<file path="src/rtl/ins_encoder.sv">
// ins_encoder: packs decoded RV32I fields back into 32-bit instruction words.
// One input register stage (S1) feeds a DEPTH-entry output FIFO. Both sides use
// valid/ready. Fields that fail their range check become a NOP flagged by out_err.

// Opcode enumeration and register-number width shared with the decoder. When the
// decoder's define.v is compiled first, its values take precedence over these.
`ifndef OPE_WIDTH
`define OPE_WIDTH 6
`define LUI       6'd0
`define AUIPC     6'd1
`define JAL       6'd2
`define JALR      6'd3
`define BEQ       6'd4
`define BNE       6'd5
`define BLT       6'd6
`define BGE       6'd7
`define BLTU      6'd8
`define BGEU      6'd9
`define LB        6'd10
`define LH        6'd11
`define LW        6'd12
`define LBU       6'd13
`define LHU       6'd14
`define SB        6'd15
`define SH        6'd16
`define SW        6'd17
`define ADDI      6'd18
`define SLTI      6'd19
`define SLTIU     6'd20
`define XORI      6'd21
`define ORI       6'd22
`define ANDI      6'd23
`define SLLI      6'd24
`define SRLI      6'd25
`define SRAI      6'd26
`define ADD       6'd27
`define SUB       6'd28
`define SLL       6'd29
`define SLT       6'd30
`define SLTU      6'd31
`define XOR       6'd32
`define SRL       6'd33
`define SRA       6'd34
`define OR        6'd35
`define AND       6'd36
`define EMPTY_INS 6'd37
`endif

`ifndef REG_NUMBER_WIDTH
`define REG_NUMBER_WIDTH 6
`define REG_NUMBER       6'd32
`endif

module ins_encoder #(
  parameter int DEPTH = 2
) (
  input  logic                         clk_in,
  input  logic                         rst_in,
  input  logic                         in_valid,
  output logic                         in_ready,
  input  logic [`OPE_WIDTH-1:0]        ins_type,
  input  logic [`REG_NUMBER_WIDTH-1:0] ins_rd,
  input  logic [`REG_NUMBER_WIDTH-1:0] ins_rs1,
  input  logic [`REG_NUMBER_WIDTH-1:0] ins_rs2,
  input  logic [31:0]                  ins_imm,
  output logic                         out_valid,
  input  logic                         out_ready,
  output logic [31:0]                  out_code,
  output logic                         out_err
);

  localparam int AW = (DEPTH > 1) ? $clog2(DEPTH) : 1;
  localparam int CW = AW + 1;

  localparam logic [31:0] NOP = 32'h0000_0013;

  localparam logic [6:0] OP_LUI   = 7'h37;
  localparam logic [6:0] OP_AUIPC = 7'h17;
  localparam logic [6:0] OP_JAL   = 7'h6F;
  localparam logic [6:0] OP_JALR  = 7'h67;
  localparam logic [6:0] OP_LOAD  = 7'h03;
  localparam logic [6:0] OP_IMM   = 7'h13;
  localparam logic [6:0] OP_BR    = 7'h63;
  localparam logic [6:0] OP_ST    = 7'h23;
  localparam logic [6:0] OP_REG   = 7'h33;

  localparam logic [2:0] FMT_BAD = 3'd0;
  localparam logic [2:0] FMT_U   = 3'd1;
  localparam logic [2:0] FMT_J   = 3'd2;
  localparam logic [2:0] FMT_I   = 3'd3;
  localparam logic [2:0] FMT_SH  = 3'd4;
  localparam logic [2:0] FMT_B   = 3'd5;
  localparam logic [2:0] FMT_S   = 3'd6;
  localparam logic [2:0] FMT_R   = 3'd7;

  // Register numbers of 32 and above mean "field unused" and encode as x0.
  // The register-number width is at least 6, so 32 is representable.
  function automatic logic [4:0] reg_field(input logic [`REG_NUMBER_WIDTH-1:0] r);
    return (r < `REG_NUMBER_WIDTH'(32)) ? r[4:0] : 5'd0;
  endfunction

  // Returns {err, code}. Illegal input yields {1, NOP}.
  function automatic logic [32:0] encode(
    input logic [`OPE_WIDTH-1:0]        t,
    input logic [`REG_NUMBER_WIDTH-1:0] rd_n,
    input logic [`REG_NUMBER_WIDTH-1:0] rs1_n,
    input logic [`REG_NUMBER_WIDTH-1:0] rs2_n,
    input logic [31:0]                  imm
  );
    logic [2:0]  fmt;
    logic [2:0]  f3;
    logic [6:0]  op;
    logic        b30;
    logic        legal;
    logic [31:0] code;
    logic [4:0]  rd;
    logic [4:0]  rs1;
    logic [4:0]  rs2;
    fmt   = FMT_BAD;
    f3    = 3'd0;
    op    = OP_IMM;
    b30   = 1'b0;
    legal = 1'b0;
    code  = NOP;
    rd    = reg_field(rd_n);
    rs1   = reg_field(rs1_n);
    rs2   = reg_field(rs2_n);
    case (t)
      `LUI:   begin fmt = FMT_U;  op = OP_LUI;   end
      `AUIPC: begin fmt = FMT_U;  op = OP_AUIPC; end
      `JAL:   begin fmt = FMT_J;  op = OP_JAL;   end
      `JALR:  begin fmt = FMT_I;  op = OP_JALR;  f3 = 3'd0; end
      `BEQ:   begin fmt = FMT_B;  op = OP_BR;    f3 = 3'd0; end
      `BNE:   begin fmt = FMT_B;  op = OP_BR;    f3 = 3'd1; end
      `BLT:   begin fmt = FMT_B;  op = OP_BR;    f3 = 3'd4; end
      `BGE:   begin fmt = FMT_B;  op = OP_BR;    f3 = 3'd5; end
      `BLTU:  begin fmt = FMT_B;  op = OP_BR;    f3 = 3'd6; end
      `BGEU:  begin fmt = FMT_B;  op = OP_BR;    f3 = 3'd7; end
      `LB:    begin fmt = FMT_I;  op = OP_LOAD;  f3 = 3'd0; end
      `LH:    begin fmt = FMT_I;  op = OP_LOAD;  f3 = 3'd1; end
      `LW:    begin fmt = FMT_I;  op = OP_LOAD;  f3 = 3'd2; end
      `LBU:   begin fmt = FMT_I;  op = OP_LOAD;  f3 = 3'd4; end
      `LHU:   begin fmt = FMT_I;  op = OP_LOAD;  f3 = 3'd5; end
      `SB:    begin fmt = FMT_S;  op = OP_ST;    f3 = 3'd0; end
      `SH:    begin fmt = FMT_S;  op = OP_ST;    f3 = 3'd1; end
      `SW:    begin fmt = FMT_S;  op = OP_ST;    f3 = 3'd2; end
      `ADDI:  begin fmt = FMT_I;  op = OP_IMM;   f3 = 3'd0; end
      `SLTI:  begin fmt = FMT_I;  op = OP_IMM;   f3 = 3'd2; end
      `SLTIU: begin fmt = FMT_I;  op = OP_IMM;   f3 = 3'd3; end
      `XORI:  begin fmt = FMT_I;  op = OP_IMM;   f3 = 3'd4; end
      `ORI:   begin fmt = FMT_I;  op = OP_IMM;   f3 = 3'd6; end
      `ANDI:  begin fmt = FMT_I;  op = OP_IMM;   f3 = 3'd7; end
      `SLLI:  begin fmt = FMT_SH; op = OP_IMM;   f3 = 3'd1; end
      `SRLI:  begin fmt = FMT_SH; op = OP_IMM;   f3 = 3'd5; end
      `SRAI:  begin fmt = FMT_SH; op = OP_IMM;   f3 = 3'd5; b30 = 1'b1; end
      `ADD:   begin fmt = FMT_R;  op = OP_REG;   f3 = 3'd0; end
      `SUB:   begin fmt = FMT_R;  op = OP_REG;   f3 = 3'd0; b30 = 1'b1; end
      `SLL:   begin fmt = FMT_R;  op = OP_REG;   f3 = 3'd1; end
      `SLT:   begin fmt = FMT_R;  op = OP_REG;   f3 = 3'd2; end
      `SLTU:  begin fmt = FMT_R;  op = OP_REG;   f3 = 3'd3; end
      `XOR:   begin fmt = FMT_R;  op = OP_REG;   f3 = 3'd4; end
      `SRL:   begin fmt = FMT_R;  op = OP_REG;   f3 = 3'd5; end
      `SRA:   begin fmt = FMT_R;  op = OP_REG;   f3 = 3'd5; b30 = 1'b1; end
      `OR:    begin fmt = FMT_R;  op = OP_REG;   f3 = 3'd6; end
      `AND:   begin fmt = FMT_R;  op = OP_REG;   f3 = 3'd7; end
      default: fmt = FMT_BAD;
    endcase
    // Range checks: an immediate fits N signed bits when bits [31:N-1] are all equal.
    case (fmt)
      FMT_U: begin
        legal = (imm[11:0] == 12'd0);
        code  = {imm[31:12], rd, op};
      end
      FMT_J: begin
        legal = !imm[0] && ((&imm[31:20]) || !(|imm[31:20]));
        code  = {imm[20], imm[10:1], imm[11], imm[19:12], rd, op};
      end
      FMT_I: begin
        legal = (&imm[31:11]) || !(|imm[31:11]);
        code  = {imm[11:0], rs1, f3, rd, op};
      end
      FMT_SH: begin
        legal = !(|imm[31:5]);
        code  = {1'b0, b30, 5'd0, imm[4:0], rs1, f3, rd, op};
      end
      FMT_B: begin
        legal = !imm[0] && ((&imm[31:12]) || !(|imm[31:12]));
        code  = {imm[12], imm[10:5], rs2, rs1, f3, imm[4:1], imm[11], op};
      end
      FMT_S: begin
        legal = (&imm[31:11]) || !(|imm[31:11]);
        code  = {imm[11:5], rs2, rs1, f3, imm[4:0], op};
      end
      FMT_R: begin
        legal = 1'b1;
        code  = {1'b0, b30, 5'd0, rs2, rs1, f3, rd, op};
      end
      default: legal = 1'b0;
    endcase
    return legal ? {1'b0, code} : {1'b1, NOP};
  endfunction

  logic                         r_vld_p1;
  logic [`OPE_WIDTH-1:0]        r_type_p1;
  logic [`REG_NUMBER_WIDTH-1:0] r_rd_p1;
  logic [`REG_NUMBER_WIDTH-1:0] r_rs1_p1;
  logic [`REG_NUMBER_WIDTH-1:0] r_rs2_p1;
  logic [31:0]                  r_imm_p1;

  logic [31:0]   r_mem_code [DEPTH];
  logic          r_mem_err  [DEPTH];
  logic [AW-1:0] r_wr_ptr;
  logic [AW-1:0] r_rd_ptr;
  logic [CW-1:0] r_count;
  logic [31:0]   r_hold_code;
  logic          r_hold_err;

  logic          w_accept;
  logic          w_push;
  logic          w_pop;
  logic          w_has_room;
  logic [32:0]   w_enc;

  // The room check uses the current count only: a pop in the same cycle does not
  // make space for S1 until the following cycle.
  assign w_has_room = (r_count < CW'(DEPTH));
  assign in_ready   = !r_vld_p1 || w_has_room;
  assign w_accept   = in_valid && in_ready;
  assign w_push     = r_vld_p1 && w_has_room;
  assign out_valid  = (r_count != '0);
  assign w_pop      = out_valid && out_ready;
  assign w_enc      = encode(r_type_p1, r_rd_p1, r_rs1_p1, r_rs2_p1, r_imm_p1);

  // While the FIFO is empty the outputs repeat the last head that was presented.
  assign out_code = out_valid ? r_mem_code[r_rd_ptr] : r_hold_code;
  assign out_err  = out_valid ? r_mem_err[r_rd_ptr]  : r_hold_err;

  // Stage S1 -> FIFO: control state (valid flag, pointers, count, held head).
  always_ff @(posedge clk_in) begin
    if (rst_in) begin
      r_vld_p1    <= 1'b0;
      r_wr_ptr    <= '0;
      r_rd_ptr    <= '0;
      r_count     <= '0;
      r_hold_code <= 32'd0;
      r_hold_err  <= 1'b0;
    end else begin
      if (w_accept) begin
        r_vld_p1 <= 1'b1;
      end else if (w_push) begin
        r_vld_p1 <= 1'b0;
      end
      if (w_push) begin
        r_wr_ptr <= r_wr_ptr + AW'(1);
      end
      if (w_pop) begin
        r_rd_ptr <= r_rd_ptr + AW'(1);
      end
      case ({w_push, w_pop})
        2'b10:   r_count <= r_count + CW'(1);
        2'b01:   r_count <= r_count - CW'(1);
        default: r_count <= r_count;
      endcase
      if (out_valid) begin
        r_hold_code <= r_mem_code[r_rd_ptr];
        r_hold_err  <= r_mem_err[r_rd_ptr];
      end
    end
  end

  // Input -> stage S1: capture raw fields; encoding happens combinationally from S1.
  always_ff @(posedge clk_in) begin
    if (w_accept) begin
      r_type_p1 <= ins_type;
      r_rd_p1   <= ins_rd;
      r_rs1_p1  <= ins_rs1;
      r_rs2_p1  <= ins_rs2;
      r_imm_p1  <= ins_imm;
    end
  end

  // Stage S1 -> FIFO storage: write encoded word and error flag at the tail.
  always_ff @(posedge clk_in) begin
    if (w_push) begin
      r_mem_code[r_wr_ptr] <= w_enc[31:0];
      r_mem_err[r_wr_ptr]  <= w_enc[32];
    end
  end

endmodule
</file>
<file path="config.mk">
export PLATFORM = sky130hd
export DESIGN_NAME = ins_encoder
export DESIGN_NICKNAME = d
export VERILOG_FILES = /design/src/rtl/ins_encoder.sv
export SDC_FILE = /design/constraint.sdc
export NUM_CORES = 1
export LEC_CHECK = 0
export BUFFER_PORTS_ARGS = -buffer_cell sky130_fd_sc_hd__clkbuf_2
export CAP_MARGIN = 10
export CORE_AREA = 2 2 110 112
export CTS_CLUSTER_SIZE = 14
export DETAILED_ROUTE_END_ITERATION = 7
export DIE_AREA = 0 0 112 114
export PLACE_DENSITY_LB_ADDON = 0.08
export SETUP_SLACK_MARGIN = 0.05
export SLEW_MARGIN = 20
export SYNTH_ARGS = -nofsm -noshare
export SYNTH_HDL_FRONTEND = slang
export SYNTH_SLANG_ARGS = --single-unit
</file>
<file path="constraint.sdc">
create_clock -name clk_in -period 6.4 [get_ports clk_in]
set_clock_uncertainty 0.05 [all_clocks]
set_input_delay 1.28 -clock clk_in [delete_from_list [all_inputs] [get_ports clk_in]]
set_output_delay 1.28 -clock clk_in [all_outputs]
set_load 0.005 [all_outputs]
</file>
==> flow_summary_export.csv <==
group,metric,value,unit
cells_and_area,layout.area.seq,4320,sq um
cells_and_area,layout.cell_area.non_filler,7980,sq um
setup_path,critical_path.max_stage_delay,0.44,ns
logic_synthesis,synthesis.nets,618,
cells_and_area,post_route_cells_drive_above_1_share,23.5,%
sta,timing.final.crit_share,49.1,%
power,power.combinational.fraction,22.4,%
global_route,grt_util_all_layers,23.0,%
clock_tree,cts_hold_buffers,0,
sta,timing.setup.tns,0,ns
clock_tree,clock_tree.buffer_depth,2,
global_route,grt_max_degree,64,
power,pwr_density_cell,371,nW/um^2
routing,ant_nets,0,
power,p_int,2120,uW
power,clock_network_power_share,32.9,%
die,placeableCoreArea,11700,sq um
clock_tree,cts.root.buffer_cell,"sky130_fd_sc_hd__clkbuf_16",
setup_path,worstPathCellList,"buf_4, mux2i_1, o21ai_0, clkbuf_2",
cells_and_area,fillers,883,
die,fp.dieW,112,microns
clock_tree,postCtsSetupBuffers,0,
global_route,wire_length_of_the_first_global_routing_pass,22500,microns
min_path,holdCritStartpoint,"r_vld_p1",
min_path,hp-class,"register to register",
placed_design,placement.io_buffers,94,
clock_tree,cts_buffers,17,
power,switchingPower,840,uW
sta,worstMarginPinSlew,1.02,ns
cells_and_area,layout_common_cells,"sky130_fd_sc_hd__edfxtp_1, sky130_fd_sc_hd__clkbuf_2, sky130_fd_sc_hd__nand2_1",
setup_path,cp-end-kind,"primary output",
placed_design,dp_hpwl,9600,microns
power,power.leakage,0.00283,uW
logic_synthesis,avgSynthCellArea,12.3,sq um
global_route,first_global_vias,4365,
cells_and_area,layout_commonest_cell,"sky130_fd_sc_hd__edfxtp_1",
cells_and_area,nets,700,
setup_path,critical_path.reg2reg.endpoint,"r_mem_code[1][30]",
sta,setup-violations-final,0,
routing,totalWireLength,14300,microns
die,floorplan.io_pins,95,
setup_path,reg2reg_from,"r_type_p1[4]",
setup_path,worstRegToRegCells,4,
clock_tree,cts_num_sinks,157,
setup_path,critical-path-slowest-cell,"sky130_fd_sc_hd__buf_4",
clock_tree,clock_tree.htree_level_count,4,
cells_and_area,antennaDiodeCount,0,
logic_synthesis,syn_area,6840,sq um
routing,routed_wire_length_per_instance,17.9,microns
power,netSwitchingFraction,28.4,%
logic_synthesis,yosys_reg_bits,157,
clock_tree,ctsResizeCount,0,
die,floorplan.rows,40,
global_route,antenna_found_initial,0,
logic_synthesis,cell_variety_after_synth,68,
sta,layout_min_cycle_time,3.14,ns
logic_synthesis,count_of_flip_flops_with_a_built_in_enable_after_synthesis,118,
sta,grt_setup_unrepaired,"false",
logic_synthesis,synth-warning-count,0,
placed_design,gpl.final_weighted_congestion,0.918,
sta,finalMaxSlewViolations,0,
clock_tree,clk_pin_slew,0.07,ns
min_path,holdPathStages,2,
routing,dr.pass1.iters,6,
setup_path,regToRegSetupSlack,3.30,ns
sta,achievable-frequency,0.318,GHz
routing,drt_first_iter_violations,414,
setup_path,worstPathRequired,5.07,ns
min_path,min_delay_worst_endpoint,"r_vld_p1",
run_status,outcome,"completed",
cells_and_area,layout-area-overhead-vs-synth,16.6,%
setup_path,timing.critical_path.fanout_max,31,
die,floorplan.initialDensity,58.4,%
logic_synthesis,ys_async_sr_fraction,0,%
routing,avgViaCountPerCell,5.87,
die,die_y_extent,114,microns
clock_tree,clkLatencyLatePin,0.42,ns
setup_path,arrival_time_reported_for_the_critical_path_endpoint,1.81,ns
cells_and_area,combined_area_of_the_multi_input_logic_cells,2310,sq um
die,design.die.area,12800,sq um
power,vdd_ir_drop_max,0.364,mV
job,max-cap-violations,0,
placed_design,dpl_cell_area,7360,sq um
logic_synthesis,netlist_instances,557,
sta,number_of_hold_violations_in_the_final_report,0,
routing,num_vias,4693,
logic_synthesis,synth-seq-area-share,63.2,%
global_route,gr-total-overflow,0,
logic_synthesis,dominantRegCellSynth,"sky130_fd_sc_hd__edfxtp_1",
setup_path,startpoint_type_of_the_worst_setup_path,"register",
routing,drc,0,
sta,relSlewSlack,32.1,%
setup_path,timing_worst_setup_path_type,"register to primary output",
power,seq_power_share,44.7,%
clock_tree,cts_tree,"yes",
==> cells by family after synthesis <==
kind of cell,count (synthesis),share of synthesized area (%)
adders and majority gates,1,0.183
and+or+nand+nor,179,15.0
AOI/OAI and AO/OA,137,13.1
muxes,31,4.54
DFF,157,63.2
xor gates and xnor gates,5,0.640
buffers and inverters,47,3.31
==> sequential cells by signal (all words and copies together) (netlist names), 2 cells and up, named ones only <==
register / flops
r_rs1_p1: 6
r_hold_code: 32
r_mem_code: 60
r_type_p1: 6
r_rd_p1: 6
r_rs2_p1: 6
r_imm_p1: 32
r_mem_err: 2
r_count: 2
==> Yosys cell counts, types with 6 or more instances <==
cell                         n  area [sq um]
sky130_fd_sc_hd__dfxtp_1    39           781
sky130_fd_sc_hd__inv_1       7          26.3
sky130_fd_sc_hd__clkbuf_1   17          63.8
sky130_fd_sc_hd__nand2_1    45           169
sky130_fd_sc_hd__buf_2      16          80.1
sky130_fd_sc_hd__and2_1      8          50.1
sky130_fd_sc_hd__edfxtp_1  118          3540
sky130_fd_sc_hd__o22ai_1     6          37.5
sky130_fd_sc_hd__a22oi_1    28           210
sky130_fd_sc_hd__nand3_1     8          40.0
sky130_fd_sc_hd__nor3_1      6          30.0
sky130_fd_sc_hd__nor4_1      7          43.8
sky130_fd_sc_hd__a21oi_1    25           125
sky130_fd_sc_hd__mux2i_1    31           310
sky130_fd_sc_hd__nor2b_1    39           244
sky130_fd_sc_hd__nor2_1     23          86.3
sky130_fd_sc_hd__nand4_1     6          37.5
sky130_fd_sc_hd__o21ai_0    42           210
sky130_fd_sc_hd__nor3b_1     6          45.0
==> power groups by stage <==
stage          Combinational (uW)  Sequential [uW]  Clock, uW
6_report                      663             1320        975
5_1_grt                       743             1330       1030
4_1_cts                       647             1330        986
3_5_place_dp                  642             1350          0
3_3_place_gp                  623             1340          0
2_1_floorplan                 439             1310          0
==> routing by layer <==
layer	vias to the layer above	track usage [%]	share of wire [%]
li1	2271	-	-
met1	2216	32.4	46
met2	188	34.6	46
met3	18	6.11	6.0
met4	0	8.86	1.7
met5	-	0	0
==> how the worst max path moves through the flow <==
stage	start	endpoint	slack (ns)
2_1_floorplan	in_valid	r_imm_p1[0]	3.32
3_3_place_gp	r_count[0]	out_code[16]	3.43
3_5_place_dp	r_count[0]	out_code[20]	3.33
4_1_cts	r_count[0]	out_code[20]	2.86
5_1_grt	register	out_code[13]	3.14
6_report	register	out_code[20]	3.26
==> final cells by class <==
type | count | area share [%]
Inverter | 7 | 0.329
Timing Repair Buffer | 103 | 7.04
Multi-Input combinational cell | 353 | 28.9
Sequential cell | 157 | 54.2
Clock inverter | 14 | 1.79
Clock buffer | 18 | 5.38
Tap cell | 147 | 2.31
==> critical path, delay by kind of cell, from the launching register on <==
family          cells  cell delay (ns)
flops               1             0.31
buf+inv             2             0.61
mux                 1             0.19
compound gates      1             0.28
==> through the flow <==
| stage | power, uW | cells | worst slack (ns) | hold slack [ns] | util, % |
|---|---|---|---|---|---|
| after floorplan | 1750 | 557 | 3.32 | 0.428 | - |
| after global placement | 1960 | 764 | 3.43 | 0.447 | 62.8 |
| after detailed placement | 1990 | 764 | 3.33 | 0.467 | 62.8 |
| after CTS | 2960 | 796 | 2.86 | 0.486 | 67.7 |
| after global routing | 3100 | 799 | 3.14 | 0.537 | 68.1 |
| final | 2960 | 799 | 3.26 | 0.479 | 68.1 |
Power figures use the tool's default switching activity.
